**src/rtl/multicycle_control_if.sv**
```systemverilog
// Control bundle between the multicycle controller and its datapath/memory.
// Latency: pure wiring, none of its own.
// Backpressure: none here; mem_ready is the only stall input and the controller samples it.
interface multicycle_control_if #(
    parameter int ALU_OP_W = 6
);
    logic [5:0]          op;
    logic [5:0]          funct;
    logic                zero;
    logic                mem_ready;
    logic                mem_req;
    logic                mem_we;
    logic                ir_write;
    logic                pc_write;
    logic [1:0]          pc_src;
    logic                reg_write;
    logic                reg_dst;
    logic                mem_to_reg;
    logic [ALU_OP_W-1:0] alu_op;
    logic [2:0]          state;
    logic                illegal;
    logic                timeout;

    // Controller side: reads the instruction fields and flags, drives the strobes.
    modport master (
        input  op, funct, zero, mem_ready,
        output mem_req, mem_we, ir_write, pc_write, pc_src, reg_write,
               reg_dst, mem_to_reg, alu_op, state, illegal, timeout
    );

    // Datapath/memory side.
    modport slave (
        output op, funct, zero, mem_ready,
        input  mem_req, mem_we, ir_write, pc_write, pc_src, reg_write,
               reg_dst, mem_to_reg, alu_op, state, illegal, timeout
    );
endinterface

```
**src/rtl/multicycle_control.sv**
```systemverilog
// Multicycle CPU controller: FETCH/DECODE/EXEC/MEM/WB sequencer with illegal-op and memory-timeout halts.
// Latency: R/ADDI 4, LW 5, SW 4, BEQ 3, J 2 cycles when mem_ready is immediate; outputs are combinational from state.
// Backpressure: FETCH and MEM stall while mem_ready is low, up to MEM_TIMEOUT cycles, then HALT.
module multicycle_control #(
    parameter int ALU_OP_W    = 6,
    parameter int EXT_RTYPE   = 1,
    parameter int MEM_TIMEOUT = 16
) (
    input  logic                 clk,
    input  logic                 rst,
    multicycle_control_if.master bus
);
    localparam int CNT_W = $clog2(MEM_TIMEOUT + 1);

    typedef enum logic [2:0] {
        FETCH  = 3'd0,
        DECODE = 3'd1,
        EXEC   = 3'd2,
        MEM    = 3'd3,
        WB     = 3'd4,
        HALT   = 3'd5
    } state_t;

    // Class codes double as the EXEC alu_op value; J never reaches EXEC.
    typedef enum logic [3:0] {
        C_ADD  = 4'd0,
        C_ADDI = 4'd1,
        C_LW   = 4'd2,
        C_SW   = 4'd3,
        C_BEQ  = 4'd4,
        C_SUB  = 4'd5,
        C_AND  = 4'd6,
        C_OR   = 4'd7,
        C_SLT  = 4'd8,
        C_J    = 4'd9
    } cls_t;

    localparam logic [5:0] OP_R    = 6'h00;
    localparam logic [5:0] OP_J    = 6'h02;
    localparam logic [5:0] OP_BEQ  = 6'h04;
    localparam logic [5:0] OP_ADDI = 6'h08;
    localparam logic [5:0] OP_LW   = 6'h23;
    localparam logic [5:0] OP_SW   = 6'h2B;
    localparam logic [5:0] F_ADD   = 6'h20;
    localparam logic [5:0] F_SUB   = 6'h22;
    localparam logic [5:0] F_AND   = 6'h24;
    localparam logic [5:0] F_OR    = 6'h25;
    localparam logic [5:0] F_SLT   = 6'h2A;

    state_t           state_q, state_d;
    cls_t             cls_q, dec_cls;
    logic             dec_ok;
    logic [CNT_W-1:0] cnt_q, cnt_d, cnt_inc;
    logic             live_q;
    logic             illegal_q, timeout_q;
    logic             set_ill, set_to;
    logic             wait_expired;
    logic             cls_is_r;

    assign cnt_inc      = cnt_q + 1'b1;
    assign wait_expired = !bus.mem_ready && (cnt_inc == CNT_W'(MEM_TIMEOUT));
    assign cls_is_r     = (cls_q == C_ADD) || (cls_q == C_SUB) || (cls_q == C_AND) ||
                          (cls_q == C_OR)  || (cls_q == C_SLT);

    assign bus.state   = state_q;
    assign bus.illegal = illegal_q;
    assign bus.timeout = timeout_q;

    // Classify the instruction currently presented on op/funct.
    always_comb begin
        dec_cls = C_ADD;
        dec_ok  = 1'b1;
        case (bus.op)
            OP_R: begin
                case (bus.funct)
                    F_ADD:   dec_cls = C_ADD;
                    F_SUB:   dec_cls = C_SUB;
                    F_AND:   dec_cls = C_AND;
                    F_OR:    dec_cls = C_OR;
                    F_SLT:   dec_cls = C_SLT;
                    default: dec_ok  = 1'b0;
                endcase
                if (EXT_RTYPE == 0 && bus.funct != F_ADD) dec_ok = 1'b0;
            end
            OP_J:    dec_cls = C_J;
            OP_BEQ:  dec_cls = C_BEQ;
            OP_ADDI: dec_cls = C_ADDI;
            OP_LW:   dec_cls = C_LW;
            OP_SW:   dec_cls = C_SW;
            default: dec_ok  = 1'b0;
        endcase
    end

    // Next state, wait counter and control strobes; nothing moves until the first edge after reset.
    always_comb begin
        state_d        = state_q;
        cnt_d          = cnt_q;
        set_ill        = 1'b0;
        set_to         = 1'b0;
        bus.mem_req    = 1'b0;
        bus.mem_we     = 1'b0;
        bus.ir_write   = 1'b0;
        bus.pc_write   = 1'b0;
        bus.pc_src     = 2'd0;
        bus.reg_write  = 1'b0;
        bus.reg_dst    = 1'b0;
        bus.mem_to_reg = 1'b0;
        bus.alu_op     = '0;
        if (live_q) begin
            case (state_q)
                FETCH: begin
                    bus.mem_req = 1'b1;
                    if (bus.mem_ready) begin
                        bus.ir_write = 1'b1;
                        bus.pc_write = 1'b1;
                        state_d      = DECODE;
                    end else if (wait_expired) begin
                        set_to  = 1'b1;
                        state_d = HALT;
                    end else begin
                        cnt_d = cnt_inc;
                    end
                end
                DECODE: begin
                    if (!dec_ok) begin
                        set_ill = 1'b1;
                        state_d = HALT;
                    end else if (dec_cls == C_J) begin
                        bus.pc_write = 1'b1;
                        bus.pc_src   = 2'd2;
                        state_d      = FETCH;
                    end else begin
                        state_d = EXEC;
                    end
                end
                EXEC: begin
                    bus.alu_op = ALU_OP_W'(cls_q);
                    case (cls_q)
                        C_BEQ: begin
                            bus.pc_write = bus.zero;
                            bus.pc_src   = 2'd1;
                            state_d      = FETCH;
                        end
                        C_LW, C_SW: state_d = MEM;
                        default:    state_d = WB;
                    endcase
                end
                MEM: begin
                    bus.mem_req = 1'b1;
                    bus.mem_we  = (cls_q == C_SW);
                    if (bus.mem_ready) begin
                        state_d = (cls_q == C_LW) ? WB : FETCH;
                    end else if (wait_expired) begin
                        set_to  = 1'b1;
                        state_d = HALT;
                    end else begin
                        cnt_d = cnt_inc;
                    end
                end
                WB: begin
                    bus.reg_write  = 1'b1;
                    bus.reg_dst    = cls_is_r;
                    bus.mem_to_reg = (cls_q == C_LW);
                    state_d        = FETCH;
                end
                HALT:    state_d = HALT;
                default: state_d = HALT;
            endcase
            // Any state change restarts the wait count, so FETCH and MEM always begin at zero.
            if (state_d != state_q) cnt_d = '0;
        end
    end

    // State, wait counter, latched instruction class and sticky error flags.
    always_ff @(posedge clk or negedge rst) begin
        if (!rst) begin
            live_q    <= 1'b0;
            state_q   <= FETCH;
            cnt_q     <= '0;
            cls_q     <= C_ADD;
            illegal_q <= 1'b0;
            timeout_q <= 1'b0;
        end else begin
            live_q  <= 1'b1;
            state_q <= state_d;
            cnt_q   <= cnt_d;
            if (live_q && state_q == DECODE) cls_q <= dec_cls;
            if (set_ill) illegal_q <= 1'b1;
            if (set_to)  timeout_q <= 1'b1;
        end
    end
endmodule

```
**src/flat_wrapper.sv**
```systemverilog
// flat-port wrapper written by rule: the top's interface ports become plain ports
module multicycle_control_flat 
#(
    parameter int ALU_OP_W    = 6,
    parameter int EXT_RTYPE   = 1,
    parameter int MEM_TIMEOUT = 16
)
  (clk, rst, bus_op, bus_funct, bus_zero, bus_mem_ready, bus_mem_req, bus_mem_we, bus_ir_write, bus_pc_write, bus_pc_src, bus_reg_write, bus_reg_dst, bus_mem_to_reg, bus_alu_op, bus_state, bus_illegal, bus_timeout);
  multicycle_control_if #(.ALU_OP_W(ALU_OP_W)) bus_i ();
  input  logic clk;
  input  logic rst;
  input wire logic [$bits(bus_i.op)-1:0] bus_op;
  input wire logic [$bits(bus_i.funct)-1:0] bus_funct;
  input wire logic [$bits(bus_i.zero)-1:0] bus_zero;
  input wire logic [$bits(bus_i.mem_ready)-1:0] bus_mem_ready;
  output wire logic [$bits(bus_i.mem_req)-1:0] bus_mem_req;
  output wire logic [$bits(bus_i.mem_we)-1:0] bus_mem_we;
  output wire logic [$bits(bus_i.ir_write)-1:0] bus_ir_write;
  output wire logic [$bits(bus_i.pc_write)-1:0] bus_pc_write;
  output wire logic [$bits(bus_i.pc_src)-1:0] bus_pc_src;
  output wire logic [$bits(bus_i.reg_write)-1:0] bus_reg_write;
  output wire logic [$bits(bus_i.reg_dst)-1:0] bus_reg_dst;
  output wire logic [$bits(bus_i.mem_to_reg)-1:0] bus_mem_to_reg;
  output wire logic [$bits(bus_i.alu_op)-1:0] bus_alu_op;
  output wire logic [$bits(bus_i.state)-1:0] bus_state;
  output wire logic [$bits(bus_i.illegal)-1:0] bus_illegal;
  output wire logic [$bits(bus_i.timeout)-1:0] bus_timeout;
  assign bus_i.op = bus_op;
  assign bus_i.funct = bus_funct;
  assign bus_i.zero = bus_zero;
  assign bus_i.mem_ready = bus_mem_ready;
  assign bus_mem_req = bus_i.mem_req;
  assign bus_mem_we = bus_i.mem_we;
  assign bus_ir_write = bus_i.ir_write;
  assign bus_pc_write = bus_i.pc_write;
  assign bus_pc_src = bus_i.pc_src;
  assign bus_reg_write = bus_i.reg_write;
  assign bus_reg_dst = bus_i.reg_dst;
  assign bus_mem_to_reg = bus_i.mem_to_reg;
  assign bus_alu_op = bus_i.alu_op;
  assign bus_state = bus_i.state;
  assign bus_illegal = bus_i.illegal;
  assign bus_timeout = bus_i.timeout;
  multicycle_control #(.ALU_OP_W(ALU_OP_W), .EXT_RTYPE(EXT_RTYPE), .MEM_TIMEOUT(MEM_TIMEOUT)) u_core (.clk(clk), .rst(rst), .bus(bus_i));
endmodule
```
**config.mk**
```make
export PLATFORM = sky130hd
export DESIGN_NAME = multicycle_control_flat
export DESIGN_NICKNAME = d
export VERILOG_FILES = /design/src/rtl/multicycle_control_if.sv /design/src/rtl/multicycle_control.sv /design/src/flat_wrapper.sv
export SDC_FILE = /design/constraint.sdc
export NUM_CORES = 1
export LEC_CHECK = 0
export ABC_AREA = 0
export ABC_CLOCK_PERIOD_IN_PS = 2180
export BUFFER_PORTS_ARGS = -buffer_cell sky130_fd_sc_hd__buf_2
export CORE_ASPECT_RATIO = 0.75
export CORE_UTILIZATION = 40
export CTS_BUF_LIST = sky130_fd_sc_hd__clkbuf_8
export CTS_CLUSTER_DIAMETER = 120
export CTS_CLUSTER_SIZE = 8
export DETAILED_ROUTE_END_ITERATION = 6
export PLACE_DENSITY = 0.61
export SYNTH_ARGS = -nofsm -noshare
export SYNTH_HDL_FRONTEND = slang
export SYNTH_SLANG_ARGS = --single-unit
```
**constraint.sdc**
```tcl
create_clock -name clk -period 2.18 [get_ports clk]
set_input_delay 0.436 -clock clk [delete_from_list [all_inputs] [get_ports clk]]
set_output_delay 0.436 -clock clk [all_outputs]
set_load 0.03 [all_outputs]
```
=== Yosys cells after proc, flatten, opt, wreduce, memory -nomap -nowiden ===
Index checks and enable logic that the tools add are counted.
W data, S select, Z words.

* Multiplexer cells: 49
* Reductions and logical operators: 16
* Add/subtract/negate cells: 1
* Equality and inequality tests: 26

{| class="wikitable"
|+ Operators with widths
! kind !! count
|-
| $eq A6 B6 Y1 const B || 7
|-
| $mux W1 || 26
|-
| $pmux W4 S6 || 1
|-
| $mux W5 || 4
|-
| $mux W3 || 6
|-
| $eq A4 B3 Y1 const B || 4
|-
| $pmux W4 S4 || 1
|-
| $pmux W3 S5 || 1
|-
| $reduce_or A5 Y1 || 2
|-
| $eq A4 B2 Y1 const B || 2
|-
| $eq A4 B4 Y1 const B || 2
|-
| $mux W2 || 4
|-
| $eq A3 B2 Y1 const B || 2
|-
| $eq A6 B2 Y1 const B || 1
|-
| $eq A6 B3 Y1 const B || 1
|-
| $eq A6 B4 Y1 const B || 1
|-
| $logic_not A6 Y1 || 1
|-
| $mux W6 || 1
|-
| $pmux W3 S2 || 1
|-
| $add A5 B1 Y5 const B || 1
|-
| $eq A5 B5 Y1 const B || 1
|-
| $logic_not A4 Y1 || 1
|-
| $logic_or A1 B1 Y1 || 4
|-
| $mux W4 || 1
|-
| 14 further kinds || 16
|}

* Input bits: 16
* Flip-flop bits (word level): 15
* Word-level logic and storage cells: 98

=== Logic depth before layout (Yosys ltp) ===
* Depth after elaboration: 11
* Mapped depth: 8

=== Worst setup path before layout ===
No wires, ideal clock.

* Path type: register -> output
* Start: reg u_core.state_q[0] (netlist: u_core.bus.state[0])
* End: out bus_mem_to_reg
* Setup slack: -0.107 ns
* Arrival time: 1.851 ns
* Data required time: 1.744 ns
* Stages on the path, launching flop included: 6
* Cells stage by stage: dfrtp_1 buf_2 clkbuf_1 nor2_1 nand3_1 nor3_1

* Word-level cells in the longest chain between the ends: 3

{| class="wikitable"
|+ Ends and longest elaborated chain
! element !! line !! RTL
|-
| from (decl) || multicycle_control.sv:50 || <nowiki>state_t state_q, state_d;</nowiki>
|-
| from (signal assigned) || multicycle_control.sv:185 || <nowiki>state_q <= state_d;</nowiki>
|-
| $eq A3 B3 Y1 || multicycle_control.sv:110 || <nowiki>case (state_q)</nowiki>
|-
| $mux W1 || multicycle_control.sv:110 ||
|-
| $mux W1 || multicycle_control.sv:109 || <nowiki>if (live_q) begin</nowiki>
|-
| to (decl) || flat_wrapper.sv:23 || <nowiki>output wire logic [$bits(bus_i.mem_to_reg)-1:0] bus_mem_to_reg;</nowiki>
|}

Every way passes these cells.

=== Worst setup path in the final report ===
* Start: reg u_core.state_q[1] (netlist: u_core.bus.state[1])
* End: out bus_pc_src[1]

* Word-level cells in the longest chain between the ends: 3

{| class="wikitable"
|+ Ends and longest elaborated chain
! element !! line !! RTL
|-
| $eq A3 B2 Y1 or $eq A3 B1 Y1 (tied branches) || multicycle_control.sv:110 ||
|-
| $pmux W2 S2 * || multicycle_control.sv:110 ||
|-
| $mux W2 * || multicycle_control.sv:109 ||
|-
| to (decl) || flat_wrapper.sv:20 || <nowiki>output wire logic [$bits(bus_i.pc_src)-1:0] bus_pc_src;</nowiki>
|}

Mark *: on every way between the ends. The rest lies on a longest branch, timed or not.

==> impl_metrics.csv <==
group,metric,value,unit
outcome,status,"finished clean",
sta,finClkSkew,4.676,ps
worst_setup_path,path_buf_inv,2,
worst_setup_path,crit_path_end_kind,"primary output",
drt,first_pass_iters,4,
die,dieArea,0.003637,sq mm
worst_setup_path,cp_max_fo,12,
drt,drc,0,
synthesis,syn_inst,171,
clocking,htree_levels,1,
final_layout,nets,226,
die,core_area,0.003084,sq mm
die,row_count,17,
drt,viasPerCell,5.673,
sta,slew_violations,0,
final_layout,area_delta_synth_final,21.27,%
worst_setup_path,crit_family,"simple AND/OR/NAND/NOR gates",
worst_setup_path,critPathMaxStageDelay,460,ps
worst_setup_path,r2r-end,"u_core.cnt_q[0]$_DFFE_PN0P_",
synthesis,syn_area_per_cell,7.946,sq um
drt,drt_first_iter_violations,87,
final_layout,fin_util,53.43,%
clocking,clk_latency,250,ps
worst_setup_path,path_cells,"buf_4 -> nor3_2 -> nand2_1 -> nor2_1 -> buf_2",
grt,grt_antenna_before_repair,0,
clocking,path_clk_slew,60,ps
clocking,ctsHoldBuffers,0,
sta,fin_crit_sh,94.69,%
synthesis,synth_area,0.001359,sq mm
worst_setup_path,worstReg2RegStart,"u_core.cnt_q[0]$_DFFE_PN0P_",
placed_design,io_buffers,33,
worst_setup_path,r2r_slack,180,ps
sta,setup_ws,115.7,ps
grt,grt_max_degree,16,
synthesis,synth_edf_count,0,
worst_setup_path,worstPathArrival,1630,ps
placed_design,dp_worst_setup_slack,100.1,ps
sta,finalSetupTns,0,ps
sta,period_minus_slack,2064,ps
worst_setup_path,crit_path_start_kind,"flip-flop",
drt,ant_nets,0,
synthesis,yosysWarnings,0,
synthesis,yosysSeqAreaShare,27.62,%
placed_design,dp_hpwl,2859,um
power,total_leakage_power,0.7595,nW
final_layout,finalInstanceArea,0.001648,sq mm
sta,fmax,0.4844,GHz
clocking,cts_root_buf,"clkbuf_8",
clocking,clk_path_buf_depth,2,
clocking,clock-sinks,15,
synthesis,async_flop_share,100.0,%
synthesis,synth-seq-cells,15,
drt,vias,1390,
hold_path,hp-class,"in2async",
worst_setup_path,crit_start,"u_core.bus.state[1]$_DFFE_PN0P_",
drt,wl_per_cell,14.74,um
grt,grt_use_total,20.99,%
grt,grt_pass1_vias,1239,
power,vdd_ir_drop_max,0.4737,mV
drt,drt_wl_total,3612,um
placed_design,placed_cell_area,0.001585,sq mm
worst_setup_path,reg2reg_depth,7,
power,power_density,928.3,mW/mm^2
sta,finalHoldViolations,0,
worst_setup_path,critPathKind,"reg2out",
final_layout,n_antenna_cell,0,
placed_design,routabilityCongestion,0.9475,
synthesis,ys_types,58,
worst_setup_path,critPathSlowestCell,"dfrtp_1",
die,die_h,52.48,um
clocking,cts_tree,"done",
clocking,numCtsBuffers,3,
die,start_util,44.06,%
die,num_io_pins,36,
worst_setup_path,required,1740,ps
grt,grt_pass1_wl,6003,um
grt,grt-ovfl-total,0,
final_layout,drive_gt1_share,32.37,%
sta,setup_viol,0,
synthesis,synth_ff_type,"dfrtp_1",
run,maxCapViolations,0,
sta,hold_slack,91.47,ps
die,fp.dieW,69.30,um
final_layout,n_fill_cell,287,
[worst max-delay path by stage]
stage                                        to  slack (ps)  depth (start not counted)
global placement    u_core.cnt_q[0]$_DFFE_PN0P_         190                          6
floorplan                          bus_pc_write          20                          6
CTS                              bus_mem_to_reg           3                          5
global route                     bus_mem_to_reg          -5                          5
detailed placement  u_core.cnt_q[0]$_DFFE_PN0P_         100                          7
finish                            bus_pc_src[1]         120                          5
[flip-flops by register name, indices dropped and copies added (netlist names)]
register	count
u_core.bus.illegal	1
u_core.bus.state	3
u_core.bus.timeout	1
u_core.cls_q	4
u_core.cnt_q	5
u_core.live_q	1
[cells in the mapped netlist (3+ instances only)]
cell	number	area share [%]
nand3_1	9	3.3
and3_1	3	1.4
a21oi_1	7	2.6
a21o_1	3	1.7
nand2b_1	5	2.3
inv_1	8	2.2
o22ai_1	4	1.8
and2_1	4	1.8
a22oi_1	3	1.7
nor2b_1	3	1.4
clkbuf_1	5	1.4
buf_6	3	2.5
nor3_1	8	2.9
dfrtp_1	15	28
o21ai_0	5	1.8
nor2_1	17	4.7
nand2_1	18	5.0
[repair_timing]
action,in CTS,in global routing
resized for setup,0,6
buffers inserted,0,0
endpoints found under the setup margin,0,8
[cells by family after synthesis]
family	after synthesis	synth area share (%)
simple gates	84	34.71
flops	15	27.62
other cells	2	0.5527
fa+ha+maj	2	1.841
compound gates	43	23.02
buf+inv	19	7.550
xor+xnor	4	3.131
mux	2	1.565
[cell type report]
| type | instances | area, sq um | share of cell area (%) |
|---|---|---|---|
| Multi-Input combinational cell | 138 | 914.6 | 55.50 |
| Sequential cell | 15 | 377.9 | 22.93 |
| Timing Repair Buffer | 42 | 232.7 | 14.12 |
| Tap cell | 38 | 47.55 | 2.885 |
| Clock buffer | 3 | 41.29 | 2.506 |
| Inverter | 8 | 30.03 | 1.822 |
| Clock inverter | 1 | 3.754 | 0.2278 |
[layout by cell type, fill, tap and decap left out, drive strengths merged, types with 3 or more instances in the layout]
cell,synthesis,final
a21o,3,3
a21oi,7,7
a22oi,3,3
a41oi,3,3
and2,5,5
and3,3,3
buf,6,42
clkbuf,5,3
conb,2,3
dfrtp,15,15
inv,8,9
nand2,18,18
nand2b,5,5
nand3,9,9
nand4,3,3
nor2,17,17
nor2b,3,3
nor3,9,9
o21ai,6,6
o22ai,4,4
[routing by layer]
metal / wire length [um] / global-route usage, % / vias to the layer above
met4: 12 / 2.041 / 0
met2: 1571 / 34.30 / 58
met3: 245 / 4.615 / 2
met5: 0 / 0 / -
li1: - / - / 698
met1: 1782 / 29.45 / 632
[power by group]
part | switching [mW] | leakage, nW | internal, mW
Clock | 0.0952 | 0.0269 | 0.125
Combinational | 0.447 | 0.552 | 0.338
Sequential | 0.149 | 0.180 | 0.375
Total | 0.692 | 0.760 | 0.838
[metrics by stage]
stage          cells  power [mW]
3_5_place_dp     241       1.289
2_1_floorplan    172       1.070
6_report         245       1.530
3_3_place_gp     241       1.275
4_1_cts          245       1.514
5_1_grt          245       1.649
Power figures use the tool's default switching activity.
